File: src/rtl/gpr_wb_arbiter.sv
// gpr_wb_arbiter
// ---------------------------------------------------------------------------
// Writeback arbiter for the single write port of the general-purpose
// register file. Two producers, the load unit (LD) and the ALU pipeline
// (ALU), each hand over results through a valid/ready handshake into a
// one-entry buffer. One buffered result per cycle is granted into a
// registered write stage that drives wbe/rdn/rdd. A pending-write mask
// lets decode detect hazards against buffered or staged writes.
//
// Optional feature (macro GPR_WB_RR_EN):
//   defined   - round-robin arbitration with a 1-bit pointer that flips
//               only after a contended grant
//   undefined - fixed priority, LD always beats ALU (no pointer flop)
//
// Ports:
//   clk        - clock, all state updates on posedge
//   rstn       - asynchronous active-low reset
//   flush      - synchronous discard of buffered and staged writes
//   ld_valid / ld_rdn / ld_rdd / ld_ready     - LD producer handshake
//   alu_valid / alu_rdn / alu_rdd / alu_ready - ALU producer handshake
//   wbe / rdn / rdd - registered register-file write port
//   pend_mask  - bit r set while a write to xr is buffered or staged
// ---------------------------------------------------------------------------
module gpr_wb_arbiter #(
    parameter int WordSize = 32
) (
    input  logic                clk,
    input  logic                rstn,
    input  logic                flush,
    input  logic                ld_valid,
    input  logic [4:0]          ld_rdn,
    input  logic [WordSize-1:0] ld_rdd,
    output logic                ld_ready,
    input  logic                alu_valid,
    input  logic [4:0]          alu_rdn,
    input  logic [WordSize-1:0] alu_rdd,
    output logic                alu_ready,
    output logic                wbe,
    output logic [4:0]          rdn,
    output logic [WordSize-1:0] rdd,
    output logic [31:0]         pend_mask
);

    // One-hot decode of a register index, gated by an enable.
    function automatic logic [31:0] onehot_reg(input logic en, input logic [4:0] idx);
        return {31'd0, en} << idx;
    endfunction

    // Per-port buffer state
    logic                ld_bv_q,   ld_bv_d;
    logic [4:0]          ld_brdn_q, ld_brdn_d;
    logic [WordSize-1:0] ld_brdd_q, ld_brdd_d;
    logic                alu_bv_q,   alu_bv_d;
    logic [4:0]          alu_brdn_q, alu_brdn_d;
    logic [WordSize-1:0] alu_brdd_q, alu_brdd_d;

    // Write stage state
    logic                wbe_q, wbe_d;
    logic [4:0]          rdn_q, rdn_d;
    logic [WordSize-1:0] rdd_q, rdd_d;

    logic ld_prio_s;
    logic grant_ld_s;
    logic grant_alu_s;
    logic ld_xfer_s;
    logic alu_xfer_s;
    logic contended_s;

    assign contended_s = ld_bv_q && alu_bv_q;

`ifdef GPR_WB_RR_EN
    // Pointer value 0 gives LD priority, 1 gives ALU priority.
    logic ptr_q, ptr_d;

    assign ld_prio_s = !ptr_q;

    // Pointer moves to the losing port only after a contended grant.
    always_comb begin
        ptr_d = ptr_q;
        if (contended_s && grant_ld_s) begin
            ptr_d = 1'b1;
        end else if (contended_s && grant_alu_s) begin
            ptr_d = 1'b0;
        end else begin
            ptr_d = ptr_q;
        end
    end

    // Round-robin pointer register.
    always_ff @(posedge clk or negedge rstn) begin
        if (!rstn) begin
            ptr_q <= 1'b0;
        end else begin
            ptr_q <= ptr_d;
        end
    end
`else
    assign ld_prio_s = 1'b1;
`endif

    // Grant selection over buffered entries only; flush blocks all grants.
    always_comb begin
        grant_ld_s  = 1'b0;
        grant_alu_s = 1'b0;
        if (flush) begin
            grant_ld_s  = 1'b0;
            grant_alu_s = 1'b0;
        end else if (contended_s) begin
            grant_ld_s  = ld_prio_s;
            grant_alu_s = !ld_prio_s;
        end else begin
            grant_ld_s  = ld_bv_q;
            grant_alu_s = alu_bv_q;
        end
    end

    // A port can accept when its buffer is empty or is being drained now.
    assign ld_ready   = !flush && (!ld_bv_q || grant_ld_s);
    assign alu_ready  = !flush && (!alu_bv_q || grant_alu_s);
    assign ld_xfer_s  = ld_valid && ld_ready;
    assign alu_xfer_s = alu_valid && alu_ready;

    // LD buffer next state: a transfer overrides a simultaneous grant.
    always_comb begin
        ld_bv_d   = ld_bv_q;
        ld_brdn_d = ld_brdn_q;
        ld_brdd_d = ld_brdd_q;
        if (flush) begin
            ld_bv_d = 1'b0;
        end else if (ld_xfer_s) begin
            ld_bv_d   = 1'b1;
            ld_brdn_d = ld_rdn;
            ld_brdd_d = ld_rdd;
        end else if (grant_ld_s) begin
            ld_bv_d = 1'b0;
        end else begin
            ld_bv_d = ld_bv_q;
        end
    end

    // ALU buffer next state: a transfer overrides a simultaneous grant.
    always_comb begin
        alu_bv_d   = alu_bv_q;
        alu_brdn_d = alu_brdn_q;
        alu_brdd_d = alu_brdd_q;
        if (flush) begin
            alu_bv_d = 1'b0;
        end else if (alu_xfer_s) begin
            alu_bv_d   = 1'b1;
            alu_brdn_d = alu_rdn;
            alu_brdd_d = alu_rdd;
        end else if (grant_alu_s) begin
            alu_bv_d = 1'b0;
        end else begin
            alu_bv_d = alu_bv_q;
        end
    end

    // Write stage next state: x0 is granted but never enables the write;
    // rdn/rdd hold when nothing is granted.
    always_comb begin
        wbe_d = 1'b0;
        rdn_d = rdn_q;
        rdd_d = rdd_q;
        if (grant_ld_s) begin
            wbe_d = (ld_brdn_q != 5'd0);
            rdn_d = ld_brdn_q;
            rdd_d = ld_brdd_q;
        end else if (grant_alu_s) begin
            wbe_d = (alu_brdn_q != 5'd0);
            rdn_d = alu_brdn_q;
            rdd_d = alu_brdd_q;
        end else begin
            wbe_d = 1'b0;
        end
    end

    // Buffer and write stage registers.
    always_ff @(posedge clk or negedge rstn) begin
        if (!rstn) begin
            ld_bv_q    <= 1'b0;
            ld_brdn_q  <= 5'd0;
            ld_brdd_q  <= '0;
            alu_bv_q   <= 1'b0;
            alu_brdn_q <= 5'd0;
            alu_brdd_q <= '0;
            wbe_q      <= 1'b0;
            rdn_q      <= 5'd0;
            rdd_q      <= '0;
        end else begin
            ld_bv_q    <= ld_bv_d;
            ld_brdn_q  <= ld_brdn_d;
            ld_brdd_q  <= ld_brdd_d;
            alu_bv_q   <= alu_bv_d;
            alu_brdn_q <= alu_brdn_d;
            alu_brdd_q <= alu_brdd_d;
            wbe_q      <= wbe_d;
            rdn_q      <= rdn_d;
            rdd_q      <= rdd_d;
        end
    end

    assign wbe = wbe_q;
    assign rdn = rdn_q;
    assign rdd = rdd_q;

    // Bit 0 is masked off: x0 writes are never a hazard.
    assign pend_mask = (onehot_reg(ld_bv_q, ld_brdn_q)
                      | onehot_reg(alu_bv_q, alu_brdn_q)
                      | onehot_reg(wbe_q, rdn_q)) & ~32'd1;

endmodule

File: config.mk
export PLATFORM = sky130hd
export DESIGN_NAME = gpr_wb_arbiter
export DESIGN_NICKNAME = d
export VERILOG_FILES = /design/src/rtl/gpr_wb_arbiter.sv
export SDC_FILE = /design/constraint.sdc
export NUM_CORES = 1
export LEC_CHECK = 0
export BUFFER_PORTS_ARGS = -buffer_cell sky130_fd_sc_hd__buf_2
export CORE_ASPECT_RATIO = 0.6
export CORE_MARGIN = 4
export CORE_UTILIZATION = 54
export DETAILED_ROUTE_END_ITERATION = 12
export MAX_ROUTING_LAYER = met4
export PLACE_DENSITY_LB_ADDON = 0.15
export SYNTH_ARGS = -nofsm -noshare
export SYNTH_HDL_FRONTEND = slang
export SYNTH_SLANG_ARGS = --single-unit
File: constraint.sdc
create_clock -name clk -period 2.65 [get_ports clk]
set_input_delay 0.1325 -clock clk [delete_from_list [all_inputs] [get_ports clk]]
set_output_delay 0.1325 -clock clk [all_outputs]
set_load 0.02 [all_outputs]
======== Word-level counts from Yosys, hierarchy flattened ========
Cells that the tools add are included.
storage, ports and cells
  bits of input ports ..................... 79
  output and inout port bits .............. 72
  bits in registers ....................... 114
  word-level logic and storage cells ...... 48
operators by class
  multiplexer cells ....................... 16
  reduce and logical (&&, ||, !) cells .... 17
  shift operators ......................... 3
  bitwise operators ....................... 3
operator list
  kind                                          number
  1-bit by 5-bit << shifter with 32-bit output  3
  32-bit 2-to-1 mux                             2
  32-bit OR                                     2
  1-bit 2-to-1 mux                              12
  5-bit 2-to-1 mux                              2
  5-bit nonzero test                            2
  3-bit nonzero test                            2
  1-bit logical AND                             5
  2-bit AND reduction                           2
  1-bit zero test                               3
  1-bit logical OR                              2
  2-bit nonzero test                            1
  1-bit NOT                                     1

======== Longest topological paths before layout ========
Gate-level depths: netlist of run 1.
  word-level depth ........................ 8
  depth in mapped cells ................... 6
  mapped depth without buffers ............ 3

======== Worst setup path before layout of run 1 ========
No wires, ideal clock.
  path type ............................... register to output
  from .................................... reg wbe_q, in the netlist wbe
  to ...................................... out pend_mask[10]
  required time ........................... 2.518 ns
  data arrival time ....................... 1.344 ns
  buffers on the path ..................... 0
  setup slack ............................. 1.173 ns
  stages on the path, launching flop included .. 4
  path through ............................ dfrtp_1 -> nor4bb_1 -> a22oi_1 -> nand2_1
on the way
  cells in the longest elaborated chain, start to end .. 2
RTL lines
  item                                          line  source
  from (decl)                                   58    logic wbe_q, wbe_d;
  from (signal assigned)                        197   wbe_q <= wbe_d;
  1-bit by 5-bit << shifter with 32-bit output  46    return {31'd0, en} << idx;
  32-bit OR                                     210   | onehot_reg(wbe_q, rdn_q)) & ~32'd1;
  to (decl)                                     41    output logic [31:0] pend_mask
No other way between the ends.

======== Worst setup path in the final report of run 1 ========
  from .................................... reg alu_bv_q
  to ...................................... out pend_mask[8]
on the way
  cells in the longest elaborated chain, start to end .. 3
RTL lines
  item                                          line  source
  from (decl)                                   53    logic alu_bv_q, alu_bv_d;
  from (signal assigned)                        194   alu_bv_q <= alu_bv_d;
  1-bit by 5-bit << shifter with 32-bit output  46
  32-bit OR                                     209   | onehot_reg(alu_bv_q, alu_brdn_q)
  32-bit OR                                     210
No other way between the ends.

==> results of run 1 <==
## cells in the final DEF, fill, tap and decap left out, types with 5 or more instances in the layout
cell type | Yosys | layout
sky130_fd_sc_hd__buf_2 | 10 | 148
sky130_fd_sc_hd__dfrtp_1 | 114 | 113
sky130_fd_sc_hd__nand2_1 | 96 | 96
sky130_fd_sc_hd__dlygate4sd3_1 | 0 | 74
sky130_fd_sc_hd__a22oi_1 | 62 | 62
sky130_fd_sc_hd__mux2_2 | 44 | 44
sky130_fd_sc_hd__o21ai_0 | 38 | 38
sky130_fd_sc_hd__mux2_4 | 30 | 30
sky130_fd_sc_hd__clkbuf_16 | 0 | 17
sky130_fd_sc_hd__and4b_1 | 9 | 9
sky130_fd_sc_hd__and4bb_2 | 7 | 7
sky130_fd_sc_hd__nor2b_1 | 8 | 6
sky130_fd_sc_hd__a21oi_1 | 5 | 5
sky130_fd_sc_hd__bufinv_16 | 0 | 5
## stage by stage
step	total power, uW	util, %
finish	6040	77.7
global route	6270	77.7
CTS	6020	77.7
detailed placement	3390	63.6
global placement	3340	63.6
floorplan	2960	-
## area by class of cell
type	instances	share of cell area, %
Sequential cell	114	36.9
Timing Repair Buffer	229	20.3
Inverter	3	0.146
Antenna cell	1	0.0324
Clock inverter	10	2.30
Tap cell	135	2.18
Clock buffer	22	6.26
Multi-Input combinational cell	327	31.8
## power by group
group          internal, uW  total, uW  switching, uW
Sequential             2040       2320            277
Combinational           535       1170            633
Clock                  1760       2550            789
Total                  4340       6040           1700
## repair_timing
action | CTS | global route
endpoints found under the setup margin | 0 | 0
gates resized for setup | 0 | 0
hold buffers | 74 | 0
endpoints found under the hold margin | 115 | 0
## flip-flops by register name, indices dropped and copies added (netlist names)
signal and count:
ld_bv_q 1, ld_brdn_q 5, wbe 1, alu_brdd_q 32
alu_brdn_q 5, rdn 5, rdd 32, ld_brdd_q 32
alu_bv_q 1
## worst min-delay path by stage
stage	cells past startpoint	to	slack (ns)	from
after floorplan	0	alu_brdd_q[0]$_DFFE_PN0P_	-0.16	rstn
after global placement	1	ld_brdd_q[16]$_DFFE_PN0P_	0.16	rstn
after detailed placement	1	ld_brdd_q[16]$_DFFE_PN0P_	0.16	rstn
after CTS	2	ld_brdn_q[0]$_DFFE_PN0P_	0.004	ld_rdn[0]
after global routing	2	ld_brdn_q[0]$_DFFE_PN0P_	0.03	ld_rdn[0]
final	2	ld_brdn_q[0]$_DFFE_PN0P_	0.01	ld_rdn[0]
## cell families (layout without fill, tap and decap cells)
logic type	Yosys count	count (layout)	synth area share, %
flip-flops	114	114	51.4
AO/OA/AOI/OAI	111	111	13.4
multiplexers	74	74	17.0
buffers and inverters	44	264	4.55
AND/OR/NAND/NOR	141	141	13.6
other	1	2	0.0676
## metal layers
metal	GRT usage, %	vias to the layer above	share of wire, %
met5	-	-	0
met3	7.66	27	9.2
li1	-	2163	-
met4	9.68	0	1.4
met2	46.2	269	47
met1	38.1	2404	42
==> results.env, run 1 <==
GRT_PASS1_WL_UM=27100
CLOCK_TREE.HTREE_LEVEL_COUNT=4
HPWLAFTERDP_UM=10100
FINALWEIGHTEDCONGESTION=0.869
POWER.DENSITY_nW_PER_UM2=781
DRT-WIRELENGTH-PER-CELL_UM=19.7
ROW_COUNT=28
VIA_COUNT=4863
DETAIL_ROUTE.VIAS_PER_CELL=5.78
CRITICAL_PATH_BUF_INV_COUNT=1
SETUP.WORST_PATH.START='alu_bv_q$_DFFE_PN0P_'
ROUTED_WL_UM=16600
NUMBER_OF_INSTANCES_IN_THE_PLACED_DESIGN=734
SYNTH_MOST_COMMON_CELL='sky130_fd_sc_hd__dfrtp_1'
NFILLCELLS=608
TIMING.FINAL.CRIT_SHARE_PCT=83.7
FF2FF_SETUP_SLACK_NS=0.67
DIE_W_UM=139
SETUP_TOTAL_NEGATIVE_SLACK_NS=0
FINAL.SETUP_SKEW_NS=0.00349
TIMING.CRITICAL_PATH.SLOWEST_STAGE_CELL='sky130_fd_sc_hd__dfrtp_1'
POST_SYNTH_NUM_CELL_TYPES=32
DRC=0
HP-CLASS='in2reg'
ANT_NETS=0
FINAL-HOLD-VIOLATION-COUNT=0
DETAILED_PLACE.AREA_UM2=6330
DIE_H_UM=86.5
OUTCOME='finished, final reports clean'
MULTIINPUTGATEAREA_UM2=2460
SETUP_VIOL=0
CTS_INSERTED_BUFFERS=17
DR.FIRST_ITER.DRC_COUNT=407
SYNTH_TOP_FLOP_CELL='sky130_fd_sc_hd__dfrtp_1'
CRITPATHMAXFANOUT=16
SYNTH_ENABLE_FLOP_CELLS=0
LEAKAGE_uW=0.00378
PRE_CTS_SETUP_SLACK_NS=0.735
CELL_TAKING_THE_MOST_AREA_AFTER_SYNTHESIS='sky130_fd_sc_hd__dfrtp_1'
TIMING_MAX_TRANSITION_VIOLATIONS_FINAL=0
TIMING.RR.END='wbe$_DFF_PN0_'
MAXCAPVIOLATIONS=0
MEAN_INSTANCE_SIZE_IN_THE_SYNTHESIZED_NETLIST_UM2=11.4
CRITICAL_PATH_CLASS='reg2out'
GRT_SETUP_UNREPAIRED='false'
TIMING.CRITICAL_PATH.CELLS='nor4b_1 -> a22oi_1 -> nand2_1 -> buf_2'
TOP_LEVEL_PORTS=151
WORSTREGTOREGCELLS=4
SYNTHESIS.NETS=564
GRT_ANTENNA_BEFORE_REPAIR=1
LAYOUT_MIN_CYCLE_TIME_NS=2.22
VIAS_IN_THE_FIRST_GLOBAL_ROUTE=5185
STARTPOINT_TYPE_OF_THE_WORST_SETUP_PATH='flop'
MOST_FREQUENT_CELLS_AFTER_SYNTHESIS='sky130_fd_sc_hd__dfrtp_1 (114), sky130_fd_sc_hd__nand2_1 (96), sky130_fd_sc_hd__a22oi_1 (62), sky130_fd_sc_hd__mux2_2 (44), sky130_fd_sc_hd__o21ai_0 (38)'
SYNTHCELLS=485
TIGHTESTPINTRANSITION_NS=0.933
1ST_PASS_ROUTER_ITERATIONS=5
ASR_FLOP_RATIO_SYNTH_PCT=100
POSTCTSSETUPREPAIRBUFS=0
NUM-NETS-FINAL=771
HOLD_WS_NS=0.0148
LAYOUT-DRIVE-GT1-SHARE_PCT=38.9
MAPPEDNETLISTAREA_UM2=5550
FINAL_CELLS=841
CRITICAL_PATH_DEPTH=4
SYNTH.TOP_CELL.AREA_SHARE_PCT=51.4
YOSYSSEQAREASHARE_PCT=51.4
WORST_EP_ARRIVAL_TIME_NS=2.09
GRT_START_MAX_NET_PINS=47
CLOCK_TREE_FROM_TRITONCTS='built'
ENDPOINT='pend_mask[8]'
CORE_BOX_AREA_UM2=9950
SYNTH.TOP_CELLS.BY_AREA='sky130_fd_sc_hd__dfrtp_1 (51%), sky130_fd_sc_hd__mux2_2 (8.9%), sky130_fd_sc_hd__a22oi_1 (8.4%)'
CP_SLOWEST_STAGE_DELAY_NS=0.69
CLKSLEWWORSTSETUPHOLDPATHS_NS=0.06
CLOCK_TREE.ROOT_CELL='sky130_fd_sc_hd__clkbuf_16'
PLACE.PORT_BUFFERS=149
NUMBER_OF_SINKS_HANDLED_BY_CLOCK_TREE_SYNTHESIS=114
FINAL_CELL_AREA_UM2=7730
DESIGN.DIE.AREA_UM2=12000
SLEW-LIMIT-HEADROOM_PCT=37.7
R2R_START='alu_bv_q$_DFFE_PN0P_'
GRT_OVERFLOW_TOTAL=0
FMAX_MHz=451
CP.REQUIRED_NS=2.52
ENDPOINT_KIND='primary output'
GLOBAL_ROUTE.USAGE.TOTAL_PCT=29.5
YOSYS_WARNINGS=0
IRDROPWORSTVDD_mV=0.636
AREA_DELTA_SYNTH_FINAL_PCT=39.3
SYNTH-SEQ-CELLS=114
SEQ_AREA_UM2=2850
TIMING.CRITICAL_PATH.MAX_DELAY_FAMILY='flip-flops'
WORST_SKEW_PAIR.LATE_LATENCY_NS=0.41
CLK_PATH_BUF_DEPTH=2
EFFECTIVE_UTILIZATION_AT_FLOORPLAN_PCT=55.8
POST-ROUTE-WORST-SETUP-SLACK_NS=0.432
No activity file was read; power rests on OpenSTA's default activity.
==> run 2, diff against run 1 <==
- CORE_UTILIZATION: 54 -> 53
- clock period: 2.65 -> 2.3 ns (I/O delays scaled with it)
==> run 2 against run 1 <==
Against the previous run:
- sequential share of layout area decreased by 0.40 points
- critical path depth unchanged
- die area is 1.7% higher
- setup slack worse by 0.32 ns
- sequential power grew 15%
- register-to-register slack worse by 0.22 ns
- global-route usage shrank 0.75 points
- total power is 17% higher
- clock-buffer cell count shrank 1
- clock power up 19%
==> results.env, run 2 (synthesis gave the netlist of run 1 again) <==
VIAS_IN_THE_FIRST_GLOBAL_ROUTE=4993  # was 5185
DR.FIRST_ITER.DRC_COUNT=427  # was 407
ANT_NETS=0  # unchanged
CLOCK_TREE.HTREE_LEVEL_COUNT=4  # unchanged
ROUTE.TOP_LAYER_USED='met4'  # unchanged
GRT_ANTENNA_BEFORE_REPAIR=1  # unchanged
CORE_BOX_AREA_UM2=10000  # was 9950 um2
CLK_PATH_BUF_DEPTH=2  # unchanged
GRT_SETUP_UNREPAIRED='false'  # unchanged
LEAKAGE_uW=0.00382  # was 0.00378 uW
DRT-WIRELENGTH-PER-CELL_UM=19.5  # was 19.7 um
CRITICAL_PATH_BUF_INV_COUNT=2  # was 1
ENDPOINT_KIND='primary output'  # unchanged
NUMBER_OF_SINKS_HANDLED_BY_CLOCK_TREE_SYNTHESIS=114  # unchanged
NFILLCELLS=613  # was 608
TIMING_MAX_TRANSITION_VIOLATIONS_FINAL=0  # unchanged
POWER.DENSITY_nW_PER_UM2=902  # was 781 nW/um2
ROW_COUNT=28  # unchanged
WIRELENGTH_MET1_UM=7180  # was 7020 um
CLKSLEWWORSTSETUPHOLDPATHS_NS=0.05  # was 0.06 ns
1ST_PASS_ROUTER_ITERATIONS=6  # was 5
CTS_INSERTED_BUFFERS=17  # unchanged
MET2_LENGTH_UM=7540  # was 7780 um
SLEW-LIMIT-HEADROOM_PCT=33.0  # was 37.7%
TIMING.FINAL.CRIT_SHARE_PCT=95.1
HP-CLASS='in2reg'  # unchanged
WORST_SKEW_PAIR.LATE_LATENCY_NS=0.40  # was 0.41 ns
TIMING.CRITICAL_PATH.MAX_DELAY_FAMILY='simple AND/OR/NAND/NOR gates'  # was flip-flops
HPWLAFTERDP_UM=10400  # was 10100 um
MAXCAPVIOLATIONS=0  # unchanged
SETUP_VIOL=0  # unchanged
AREA_DELTA_SYNTH_FINAL_PCT=40.8  # was 39.3%
NUM-NETS-FINAL=777  # was 771
CLOCK_TREE.ROOT_CELL='sky130_fd_sc_hd__clkbuf_16'  # unchanged
FINALWEIGHTEDCONGESTION=0.979  # was 0.869
DETAIL_ROUTE.VIAS_PER_CELL=5.70  # was 5.78
TIMING.CRITICAL_PATH.CELLS='nor2b_1 -> a222oi_1 -> inv_1 -> buf_2'  # was nor4b_1 -> a22oi_1 -> nand2_1 -> buf_2
NUMBER_OF_INSTANCES_IN_THE_PLACED_DESIGN=738  # was 734
LAYOUT-DRIVE-GT1-SHARE_PCT=39.4  # was 38.9%
MET3_LENGTH_UM=1530  # about the same
DESIGN.DIE.AREA_UM2=12200  # was 12000 um2
DRC=0  # unchanged
CRITPATHMAXFANOUT=8  # was 16
DIE_W_UM=140  # was 139 um
SETUP_TOTAL_NEGATIVE_SLACK_NS=0  # unchanged
CRITICAL_PATH_CLASS='reg2out'  # unchanged
FINAL.SETUP_SKEW_NS=0.0128  # was 0.00349 ns
GRT_OVERFLOW_TOTAL=0  # unchanged
FMAX_MHz=457
GLOBAL_ROUTE.USAGE.TOTAL_PCT=28.7  # was 29.5%
OUTCOME='finished, final reports clean'  # unchanged
VIA_COUNT=4824  # was 4863
LAYOUT_MIN_CYCLE_TIME_NS=2.19
EFFECTIVE_UTILIZATION_AT_FLOORPLAN_PCT=55.4  # was 55.8%
PLACE.PORT_BUFFERS=149  # unchanged
TIMING.CRITICAL_PATH.SLOWEST_STAGE_CELL='sky130_fd_sc_hd__nor2b_1'  # was sky130_fd_sc_hd__dfrtp_1
WORST_EP_ARRIVAL_TIME_NS=2.07  # was 2.09 ns
FINAL_CELLS=846  # was 841
FINAL-HOLD-VIOLATION-COUNT=0  # unchanged
TIGHTESTPINTRANSITION_NS=1.00  # was 0.933 ns
STARTPOINT_TYPE_OF_THE_WORST_SETUP_PATH='flop'  # unchanged
CLOCK_TREE_FROM_TRITONCTS='built'  # unchanged
ROUTED_WL_UM=16500  # was 16600 um
GRT_START_MAX_NET_PINS=52  # was 47
MOSTFREQUENTLAYOUTCELLS='sky130_fd_sc_hd__buf_2 (148), sky130_fd_sc_hd__dfrtp_1 (113), sky130_fd_sc_hd__nand2_1 (96)'  # unchanged
DIE_H_UM=87.3  # was 86.5 um
IRDROPWORSTVDD_mV=0.611  # was 0.636 mV
CP_SLOWEST_STAGE_DELAY_NS=0.72  # was 0.69 ns
TOP_LEVEL_PORTS=151  # unchanged
CP.REQUIRED_NS=2.18  # was 2.52 ns
COMMONEST_NON_FILL_NON_TAP_CELL_IN_THE_LAYOUT='sky130_fd_sc_hd__buf_2'  # unchanged
GRT_PASS1_WL_UM=26600  # was 27100 um
run 2: layout make-up:
cell class | count | area, um2 | share of cell area [%]
Clock buffer | 21 | 480 | 6.15
Inverter | 3 | 11.3 | 0.144
Antenna cell | 1 | 2.50 | 0.0320
Multi-Input combinational cell | 327 | 2470 | 31.7
Clock inverter | 10 | 203 | 2.59
Tap cell | 135 | 169 | 2.16
Sequential cell | 114 | 2850 | 36.5
Timing Repair Buffer | 235 | 1620 | 20.7
run 2: metal layers:
layer | GRT usage, % | vias up
met2 | 43.2 | 243
met1 | 38.4 | 2380
met4 | 7.65 | 0
met5 | - | -
met3 | 8.72 | 20
li1 | - | 2181
run 2: what timing repair did:
action                                  4_1_cts  5_1_grt
endpoints found under the hold margin       123        0
resized for setup                             0        2
endpoints found under the setup margin        0        3
buffers inserted                              0        0
hold buffers                                 76        0
run 2: worst reg2reg max path: cells and delay by family, from the launching register on:
kind | cells | cell delay [ns]
flops | 1 | 0.59
simple gates | 1 | 0.15
compound gates | 2 | 1.01
run 2: path summary, 6_finish.rpt:
path                                                from                   endpoint  slack [ns]  cells after the start
min in group asynchronous                           rstn  ld_brdd_q[16]$_DFFE_PN0P_        0.30                      2
worst min register to register       rdd[16]$_DFFE_PN0P_        rdd[16]$_DFFE_PN0P_        0.48                      2
max in group asynchronous                           rstn         rdd[2]$_DFFE_PN0P_        1.28                      3
worst min-delay path                           ld_rdd[3]   ld_brdd_q[3]$_DFFE_PN0P_       0.002                      2
worst max-delay path            ld_brdn_q[4]$_DFFE_PN0P_              pend_mask[23]        0.11                      4
worst max register to register       ld_bv_q$_DFFE_PN0P_         rdn[2]$_DFFE_PN0P_        0.45                      3
run 2: power by group:
| part | switching, uW | total (uW) | internal, uW |
|---|---|---|---|
| sequential | 308 | 2660 | 2350 |
| clock | 893 | 3030 | 2140 |
| combinational | 740 | 1360 | 624 |
run 2: through the flow:
stage | area, um2 | utilization (%) | total power, uW | setup slack [ns] | hold slack, ns
floorplan | 5550 | - | 3410 | 0.841 | -0.181
global placement | 6360 | 63.4 | 3850 | 0.559 | 0.180
detailed placement | 6360 | 63.4 | 3910 | 0.491 | 0.185
CTS | 7800 | 77.9 | 7050 | 0.0481 | 0.00918
global route | 7820 | 78.0 | 7340 | 0.0129 | 0.0125
finish | 7820 | 78.0 | 7050 | 0.112 | 0.00240
==> run 3, diff against run 2 <==
- CAP_MARGIN: not set -> 0
- CORE_ASPECT_RATIO: 0.6 -> not set
- CTS_BUF_LIST: not set -> sky130_fd_sc_hd__clkbuf_16
==> run 3 against run 2 <==
Against the previous run:
- final area decreased by 1.3%
- wire length is 3.6% lower
- global-route usage is 1.3 points lower
- clock power down 16%
- sequential power about the same
- final cell count increased by 0.35%
- clock skew decreased by 0.0039 ns
- critical path depth unchanged
- non-clock buffer count is 3 higher
- highest routed layer unchanged
==> results.env, run 3 (synthesis gave the netlist of run 1 again) <==
DIE_H_UM=110  # was 87.3 um
P_SW_uW=1890  # was 1940 uW
TIMING.CRITICAL_PATH.CELLS='nor4bb_1 -> a22oi_1 -> nand2_1 -> buf_2'  # was nor2b_1 -> a222oi_1 -> inv_1 -> buf_2
TIMING.CRITICAL_PATH.SLOWEST_STAGE_CELL='sky130_fd_sc_hd__nor4bb_1'  # was sky130_fd_sc_hd__nor2b_1
CLKSLEWWORSTSETUPHOLDPATHS_NS=0.05  # about the same
ANT_NETS=0  # unchanged
CP_SLOWEST_STAGE_DELAY_NS=0.65  # was 0.72 ns
HP-CLASS='in2reg'  # unchanged
COMMONEST_NON_FILL_NON_TAP_CELL_IN_THE_LAYOUT='sky130_fd_sc_hd__buf_2'  # unchanged
FMAX_MHz=470  # was 457 MHz
DR.FIRST_ITER.DRC_COUNT=431  # was 427
MOSTFREQUENTLAYOUTCELLS='sky130_fd_sc_hd__buf_2 (148), sky130_fd_sc_hd__dfrtp_1 (113), sky130_fd_sc_hd__nand2_1 (96)'  # unchanged
CRITICAL_PATH_CLASS='reg2out'  # unchanged
CP.REQUIRED_NS=2.18  # about the same
CORE_BOX_AREA_UM2=10300  # was 10000 um2
FINALWEIGHTEDCONGESTION=0.943  # was 0.979
CRITPATHMAXFANOUT=9  # was 8
CLOCK_TREE_FROM_TRITONCTS='built'  # unchanged
1ST_PASS_ROUTER_ITERATIONS=8  # was 6
AREA_DELTA_SYNTH_FINAL_PCT=39.0  # was 40.8%
FINISH.UTILIZATION_PCT=75.1  # was 78.0%
VIAS_IN_THE_FIRST_GLOBAL_ROUTE=4665  # was 4993
TIMING.CRITICAL_PATH.MAX_DELAY_FAMILY='simple AND/OR/NAND/NOR gates'  # unchanged
DIE_W_UM=110  # was 140 um
TIGHTESTPINTRANSITION_NS=0.694  # was 1.00 ns
SETUP_TOTAL_NEGATIVE_SLACK_NS=0  # unchanged
LAYOUT_MIN_CYCLE_TIME_NS=2.13  # was 2.19 ns
POWER_FRAC_CLOCK_PCT=38.9  # was 42.9%
GRT_OVERFLOW_TOTAL=0  # unchanged
MAXCAPVIOLATIONS=0  # unchanged
POWER.SHARE.SEQUENTIAL_PCT=40.5  # was 37.7%
TOP_LEVEL_PORTS=151  # unchanged
CLOCK_TREE.ROOT_CELL='sky130_fd_sc_hd__clkbuf_16'  # unchanged
ENDPOINT_KIND='primary output'  # unchanged
PRE_CTS_SETUP_SLACK_NS=0.506  # was 0.491 ns
CRITICAL_PATH_BUF_INV_COUNT=1  # was 2
SLEW-LIMIT-HEADROOM_PCT=53.6  # was 33.0%
NUMBER_OF_SINKS_HANDLED_BY_CLOCK_TREE_SYNTHESIS=114  # unchanged
HPWLAFTERDP_UM=9760  # was 10400 um
PWR-SHARE-COMB_PCT=20.6  # was 19.3%
CLK_PATH_BUF_DEPTH=2  # unchanged
CLOCK_TREE.HTREE_LEVEL_COUNT=4  # unchanged
POST-ROUTE-WORST-SETUP-SLACK_NS=0.173  # was 0.112 ns
DRC=0  # unchanged
GRT_ANTENNA_BEFORE_REPAIR=0  # was 1
DETAIL_ROUTE.VIAS_PER_CELL=5.61  # was 5.70
STARTPOINT_TYPE_OF_THE_WORST_SETUP_PATH='flop'  # unchanged
TIMING_MAX_TRANSITION_VIOLATIONS_FINAL=0  # unchanged
GRT_PASS1_WL_UM=24400  # was 26600 um
ROUTED_WL_UM=15900  # was 16500 um
EFFECTIVE_UTILIZATION_AT_FLOORPLAN_PCT=54.0  # was 55.4%
DETAILED_PLACE.AREA_UM2=6390  # was 6360 um2
CTS_HOLD_BUFFERS=75  # was 76
SWITCHING_PART_OF_THE_TOTAL_POWER_PCT=28.9  # was 27.5%
CTS_INSERTED_BUFFERS=17  # unchanged
LEAKAGE_uW=0.00379  # was 0.00382 uW
P_INT_uW=4650  # was 5110 uW
SETUP_VIOL=0  # unchanged
VIA_COUNT=4762  # was 4824
IRDROPWORSTVDD_mV=0.530  # was 0.611 mV
FINAL_CELL_AREA_UM2=7710  # was 7820 um2
LAYOUT-DRIVE-GT1-SHARE_PCT=39.0  # was 39.4%
GRT_START_MAX_NET_PINS=50  # was 52
POSTCTSSETUPREPAIRBUFS=0  # unchanged
WORST_SKEW_PAIR.LATE_LATENCY_NS=0.40  # about the same
PLACE.PORT_BUFFERS=149  # unchanged
OUTCOME='finished, final reports clean'  # unchanged
WORST_EP_ARRIVAL_TIME_NS=2.01  # was 2.07 ns
POWER.DENSITY_nW_PER_UM2=847  # was 902 nW/um2
GRT_SETUP_UNREPAIRED='false'  # unchanged
DIODES_INSERTED=0  # was 1
FINAL.SETUP_SKEW_NS=0.00883  # was 0.0128 ns
TOTAL_POWER_uW=6540  # was 7050 uW
GLOBAL_ROUTE.USAGE.TOTAL_PCT=27.4  # was 28.7%
POST_CTS.RESIZED_INSTANCES=0  # unchanged
DESIGN.DIE.AREA_UM2=12200  # about the same
FINAL-HOLD-VIOLATION-COUNT=0  # unchanged
ROW_COUNT=37  # was 28
FF2FF_SETUP_SLACK_NS=0.51  # was 0.45 ns
NUM-NETS-FINAL=780  # was 777
DRT-WIRELENGTH-PER-CELL_UM=18.7  # was 19.5 um
TIMING.FINAL.CRIT_SHARE_PCT=92.5  # was 95.1%
## run 3: cell types whose count changed in the layout (fill, tap and decap cells not counted), sizes merged
| cell | previous run | this run |
|---|---|---|
| buf | 159 | 163 |
| bufinv | 6 | 3 |
| clkbuf | 21 | 17 |
| clkinv | 3 | 7 |
| clkinvlp | 1 | 2 |
| diode | 1 | 0 |
| dlygate4sd3 | 76 | 75 |
| inv | 3 | 5 |
## run 3: path summary, 6_finish.rpt
check | start | to | depth (start not counted)
min in group asynchronous | rstn | ld_brdd_q[7]$_DFFE_PN0P_ | 2
setup / recovery | wbe$_DFF_PN0_ | pend_mask[10] | 4
hold / removal | alu_valid | alu_bv_q$_DFFE_PN0P_ | 3
max in group asynchronous | rstn | alu_brdn_q[1]$_DFFE_PN0P_ | 3
hold reg to reg | rdd[26]$_DFFE_PN0P_ | rdd[26]$_DFFE_PN0P_ | 2
setup reg to reg | alu_bv_q$_DFFE_PN0P_ | alu_brdn_q[0]$_DFFE_PN0P_ | 4
## run 3: worst register-to-register path, delay by kind of cell, from the launching register on
| kind | cells | cell delay [ns] |
|---|---|---|
| and+or+nand+nor | 1 | 0.30 |
| muxes | 1 | 0.32 |
| buffers and inverters | 1 | 0.27 |
| AOI/OAI and AO/OA | 1 | 0.13 |
| DFF | 1 | 0.65 |
## run 3: layout make-up
| cell class | count | area [um2] |
|---|---|---|
| multi-input cells | 327 | 2460 |
| inverters | 3 | 11.3 |
| clock inverters | 14 | 149 |
| clock buffers | 17 | 425 |
| repair buffers | 238 | 1640 |
| well taps | 136 | 170 |
| flip-flops and latches | 114 | 2850 |
| fillers | 697 | 2560 |
## run 3: power groups by stage
stage               combinational [uW]  clock, uW  sequential, uW
detailed placement                1230          0            2650
global placement                  1200          0            2640
finish                            1350       2550            2640
CTS                               1330       2570            2630
global route                      1450       2680            2690
floorplan                          683          0            2730
## run 3: routing by layer
| metal | GRT usage, % | part of all wire, % | up-vias |
|---|---|---|---|
| met3 | 5.07 | 6.0 | 36 |
| met2 | 45.4 | 52 | 225 |
| met1 | 33.6 | 40 | 2325 |
| met4 | 10.4 | 2.1 | 0 |
| met5 | - | 0 | - |
| li1 | - | - | 2176 |
## run 3: metrics by stage
stage | instances | hold slack (ns)
5_1_grt | 849 | 0.00844
3_5_place_dp | 743 | 0.186
4_1_cts | 849 | 0.00521
3_3_place_gp | 743 | 0.171
2_1_floorplan | 485 | -0.181
6_report | 849 | 0.0257
